<file path="src/rtl/unsigned_divider.sv">
// Sequential restoring divider: one quotient bit per clock, MSB first.
// Results, done pulse and div_by_zero are registered; start is ignored while busy.
module unsigned_divider #(
  parameter int WIDTH = 8
) (
  input  logic             clk,
  input  logic             rst,
  input  logic             start,
  input  logic [WIDTH-1:0] dividend,
  input  logic [WIDTH-1:0] divisor,
  output logic [WIDTH-1:0] quotient,
  output logic [WIDTH-1:0] remainder,
  output logic             busy,
  output logic             done,
  output logic             div_by_zero
);

  localparam int CW = (WIDTH > 1) ? $clog2(WIDTH) : 1;
  localparam logic [CW-1:0] LAST = CW'(WIDTH - 1);

  typedef enum logic {IDLE, RUN} state_t;

  state_t           state_q;
  logic [WIDTH-1:0] a_q;      // dividend bits shift out, quotient bits shift in
  logic [WIDTH-1:0] b_q;
  logic [WIDTH-1:0] rem_q;
  logic [CW-1:0]    cnt_q;
  logic [WIDTH-1:0] quo_q;
  logic [WIDTH-1:0] res_rem_q;
  logic             busy_q;
  logic             done_q;
  logic             dbz_q;

  logic [WIDTH:0]   trial_d;
  logic             ge_d;
  logic [WIDTH-1:0] rem_d;
  logic [WIDTH-1:0] shift_d;

  // The partial remainder is always below the divisor, so it fits WIDTH bits;
  // only the trial value needs the extra bit.
  always_comb begin
    trial_d = {rem_q, a_q[WIDTH-1]};
    ge_d    = trial_d >= {1'b0, b_q};
    rem_d   = ge_d ? (trial_d[WIDTH-1:0] - b_q) : trial_d[WIDTH-1:0];
    shift_d = {a_q[WIDTH-2:0], ge_d};
  end

  always_ff @(posedge clk) begin
    if (rst) begin
      state_q   <= IDLE;
      a_q       <= '0;
      b_q       <= '0;
      rem_q     <= '0;
      cnt_q     <= '0;
      quo_q     <= '0;
      res_rem_q <= '0;
      busy_q    <= 1'b0;
      done_q    <= 1'b0;
      dbz_q     <= 1'b0;
    end else begin
      done_q <= 1'b0;
      case (state_q)
        IDLE: begin
          if (start) begin
            a_q     <= dividend;
            b_q     <= divisor;
            rem_q   <= '0;
            cnt_q   <= '0;
            busy_q  <= 1'b1;
            state_q <= RUN;
          end
        end
        RUN: begin
          a_q   <= shift_d;
          rem_q <= rem_d;
          cnt_q <= cnt_q + 1'b1;
          if (cnt_q == LAST) begin
            quo_q     <= shift_d;
            res_rem_q <= rem_d;
            done_q    <= 1'b1;
            busy_q    <= 1'b0;
            dbz_q     <= (b_q == '0);
            state_q   <= IDLE;
          end
        end
      endcase
    end
  end

  assign quotient    = quo_q;
  assign remainder   = res_rem_q;
  assign busy        = busy_q;
  assign done        = done_q;
  assign div_by_zero = dbz_q;

endmodule

</file>
<file path="config.mk">
export PLATFORM = sky130hd
export DESIGN_NAME = unsigned_divider
export DESIGN_NICKNAME = d
export VERILOG_FILES = /design/src/rtl/unsigned_divider.sv
export SDC_FILE = /design/constraint.sdc
export NUM_CORES = 1
export LEC_CHECK = 0
export CORE_ASPECT_RATIO = 0.75
export CORE_MARGIN = 3
export CORE_UTILIZATION = 30
export CTS_CLUSTER_SIZE = 24
export DETAILED_ROUTE_END_ITERATION = 10
export GPL_ROUTABILITY_DRIVEN = 0
export PLACE_DENSITY = 0.59
export SYNTH_ARGS = -nofsm -noshare
export SYNTH_HDL_FRONTEND = slang
export SYNTH_SLANG_ARGS = --single-unit
export TNS_END_PERCENT = 1
</file>
<file path="constraint.sdc">
create_clock -name clk -period 4.3 [get_ports clk]
set_clock_uncertainty 0.05 [all_clocks]
set_input_delay 0.86 -clock clk [delete_from_list [all_inputs] [get_ports clk]]
set_output_delay 0.86 -clock clk [all_outputs]
set_load 0.02 [all_outputs]
</file>
Word level (Yosys, flattened, before mapping)
Index checks and enable logic that the tools add are counted.
- register bits: 47
- latch bits: 0
- memory bits (writable): 0
- bits in read-only memories: 0
- input port bits: 19
- logic and storage cells: 36
- memories: 0
- $add $sub $neg: 2
- multipliers: 0
- div/mod/pow operators: 0
- order comparisons: 1
- equal/unequal tests: 3
- shifts and indexed selects: 0
- muxes and demuxes: 14
- bitwise gates (word level): 1
- reduce and logical (&&, ||, !) cells: 5
- operator list (cell ; number):
    8-bit one-hot mux with 2 select lines ; 2
    8-bit two-way mux ; 3
    9-bit by 8-bit >= comparator with 1-bit output ; 1
    8-bit zero test ; 1
    8-bit subtractor ; 1
    3-bit one-hot mux with 2 select lines ; 1
    2-bit AND reduction ; 3
    1-bit two-way mux ; 5
    1-bit one-hot mux with 2 select lines ; 2
    3-bit by 1-bit adder with 3-bit output, second input constant ; 1
    3-bit equality test, second input constant ; 1
    3-bit two-way mux ; 1
    2-bit by 1-bit inequality test with 1-bit output, second input constant ; 1
    2-bit inequality test, second input constant ; 1
    2-bit OR reduction ; 1
    1-bit inverter ; 1

Depth between registers and ports, before layout
- depth in word-level cells: 3
- gate-level depth with buffers: 9
- mapped depth without buffers: 9

Least setup slack after synthesis
Ideal clock, no wire load.
- path kind: register to register
- from: register a_q[7]
- to: register res_rem_q[6] (netlist: remainder[6])
- library setup time: 0.128 ns
- arrival: 1.713 ns
- required time: 4.122 ns
- path slack: 2.409 ns
- cell stages (with the launch flop): 10
- clock period less this slack: 1.891 ns
- path through: dfxtp_1 inv_1 ha_1 inv_1 fa_1 a211oi_1 or4b_1 o2111ai_1 mux2i_1 o21ai_1
- cells in the longest elaborated chain, start to end: 2
- elaborated cells between the ends (all ways): 3
- RTL lines (item ; line ; text):
    start, declared ; 24 ; logic [WIDTH-1:0] a_q;
    start signal, assigned ; 65 ; a_q <= dividend;
    start signal, assigned ; 74 ; a_q <= shift_d;
    8-bit subtractor or 9-bit by 8-bit >= comparator with 1-bit output (tied branches) ; 44, 43 ;
    8-bit two-way mux (*) ; 44 ; rem_d = ge_d ? (trial_d[WIDTH-1:0] - b_q) : trial_d[WIDTH-1:0];
    end signal, assigned ; 79 ; res_rem_q <= rem_d;
    end, declared ; 29 ; logic [WIDTH-1:0] res_rem_q;
Mark *: on every way between the ends. The rest lies on a longest branch, timed or not.
A chain may end at the register's enable or synchronous reset.

==> results.ini <==
[status]
status=finished clean

[setup_path]
worst-path-buf-inv=1
crit_path_start_kind=input port
path_cells=clkdlybuf4s50_1 -> nor3_1 -> nand2_1 -> o31ai_1
worstReg2RegEnd=remainder[0]
critPathTopFamily=simple AND/OR/NAND/NOR gates
reg2reg_slack_ps=1990
path_class=in -> reg
r2r_start=b_q[5]
reg2reg_depth=7
critPathRequiredTime_ps=4470
critPathMaxStageDelay_ps=860
slowest_stage=nor3_1
cp-end-kind=flop
critPathMaxFanout=23
critPathArrivalTime_ps=2740

[layout]
fin_cells=392
fin_nets=323
multi_input_area_mm2=0.001179
register_area_um2=940.9
fillCellCount=740
drive_gt1_frac=0.04422
final_cell_mix=dfxtp_1, nand2_1, clkdlybuf4s50_1
synthToLayoutAreaGrowth_pct=22.25
antennaDiodeCount=0
stdcell_area_mm2=0.002750
final_common_cell=dfxtp_1
post-route-util=0.3914

[synthesis]
ys_dominant_reg_cell=dfxtp_1
synth-seq-cells=47
synthDistinctLibCells=42
synth_edf_count=0
synthCells=264
avgSynthCellArea_um2=8.521
async_reset_ff_frac=0
synthesis.area_mm2=0.002250
yosys_warnings=0
ys_seq_area_frac=0.4182
synth.net_count=294

[min_path]
holdPathStages=2
hold_end=remainder[0]
min_path_type=reg -> reg
hp-start=remainder[0]

[timing]
hold_ws_ps=403.5
finalCritPeriodShare=0.5983
rsz0062_at_grt=false
hold_viol_final=0
relSlewSlack=0.4121
setup_violations=0
tns_ps=0
worst_pin_slew_ps=875.2
period_needed_ps=2573
maxSlewViolCount=0
max_clock_freq_ghz=0.3887

[clock_tree]
worstSkewPairLatency_ps=300
postCtsSetupRepairBufs=0
cts_buffers=5
clk_path_buf_depth=2
clock-sinks=47
cts_root_buffer=clkbuf_8
hold_buffers=0
cts_tree=built
htreeDepth=2
cts_resized=0
clkTransAtPathRegs_ps=90

[routing]
ant_nets=0
dr.first_iter.drc_count=90
viasPerCell=4.658
met1_length_mm=2.758
vias=1826
met2WireLength_mm=1.895
wl_met3_um=219
firstDrtPassIters=4
top_layer_used=met4
drt-wirelength-per-cell_um=12.55
drc=0
routed_wl_mm=4.919

[placed_design]
post-dp-hpwl_mm=3.786
portBuffers=37
place_area_mm2=0.002665
place_inst=384

[global_route]
grt_start_max_net_pins=29
grt_overflow_total=0
first_global_vias=1710
grt_antenna_before_repair=0
grt_pass1_wl_mm=8.293
grt_use_total=0.1214

[pwr]
p_per_area_mw_per_mm2=384.6
vdd_drop_max_mv=0.1278
leakage_nw=1.056

[floorplan]
top_level_ports=38
fp.dieH_um=81.00
core_area_mm2=0.007027
fp-row-count=26
die_w_um=106.0
start_util=0.3202
dieArea_mm2=0.008585

[job]
drv_cap=0

## cells in the mapped netlist, types with 2 or more instances
| cell | n | share of area |
|---|---|---|
| a211oi_1 | 2 | 0.0067 |
| a21oi_1 | 19 | 0.042 |
| a21oi_2 | 3 | 0.012 |
| a22o_1 | 8 | 0.031 |
| buf_1 | 3 | 0.0050 |
| buf_2 | 5 | 0.011 |
| buf_6 | 2 | 0.010 |
| clkbuf_1 | 5 | 0.0083 |
| dfxtp_1 | 47 | 0.42 |
| ha_1 | 10 | 0.056 |
| inv_1 | 13 | 0.022 |
| mux2i_1 | 15 | 0.067 |
| nand2_1 | 40 | 0.067 |
| nand2b_1 | 2 | 0.0056 |
| nand3_1 | 3 | 0.0067 |
| nor2_1 | 28 | 0.047 |
| nor2b_1 | 7 | 0.019 |
| nor3b_1 | 4 | 0.013 |
| nor4_1 | 2 | 0.0056 |
| o21a_1 | 3 | 0.010 |
| o21ai_0 | 4 | 0.0089 |
| o21ai_1 | 16 | 0.036 |
| o31ai_1 | 2 | 0.0067 |
| or2_1 | 2 | 0.0056 |
| xor2_1 | 2 | 0.0078 |
## per-stage QoR
step           power, mW  worst slack [ps]
3_3_place_gp      0.8068              1397
4_1_cts            1.066              1701
2_1_floorplan     0.7489              2409
6_report           1.058              1727
5_1_grt            1.126              1540
3_5_place_dp      0.8098              1389
## cell families (layout without fill, tap and decap cells)
kind of cell	after synthesis	count (layout)	share of synthesized area
AOI/OAI and AO/OA	67	67	0.1891
xor gates and xnor gates	3	3	0.01168
adders and majority gates	11	11	0.06452
buffers and inverters	29	59	0.05784
DFF	47	47	0.4182
muxes	16	16	0.07174
and+or+nand+nor	91	91	0.1869
## registers in the layout, indices dropped and copies added, names as in the netlist
signal and flops:
quotient 8, cnt_q 3, done 1, remainder 8
a_q 8, b_q 8, rem_q 8, state_q 1
div_by_zero 1, busy 1
## worst min-delay path: cells and delay by family (launching register included)
kind	cells	cell delay, ps
flops	1	320
simple gates	1	50
compound gates	1	50
## layer usage
layer,track usage,vias up
met4,0.04269,0
met2,0.1673,50
met5,0,-
met3,0.02701,7
li1,-,969
met1,0.1834,800
## cell type report
type,instances,area share
inverter,14,0.01911
multi-input combinational,188,0.4286
timing repair buffer,37,0.1347
tap,98,0.04459
clock inverter,2,0.004550
sequential,47,0.3421
clock buffer,6,0.02639
## how the worst max path moves through the flow
stage                        end   start  slack [ps]  cells after the start
floorplan           remainder[6]  a_q[7]        2410                      9
global placement        rem_q[7]     rst        1400                      4
detailed placement      rem_q[7]     rst        1390                      4
CTS                  quotient[2]     rst        1700                      3
global route            rem_q[3]     rst        1540                      4
finish                  rem_q[7]     rst        1730                      4
## power breakdown
group	total (mW)	switching [mW]	leakage, nW	internal (mW)
registers	0.481	0.0235	0.382	0.457
clock network	0.257	0.143	0.0412	0.114
logic	0.320	0.180	0.632	0.141
No activity file was read; power rests on OpenSTA's default activity.
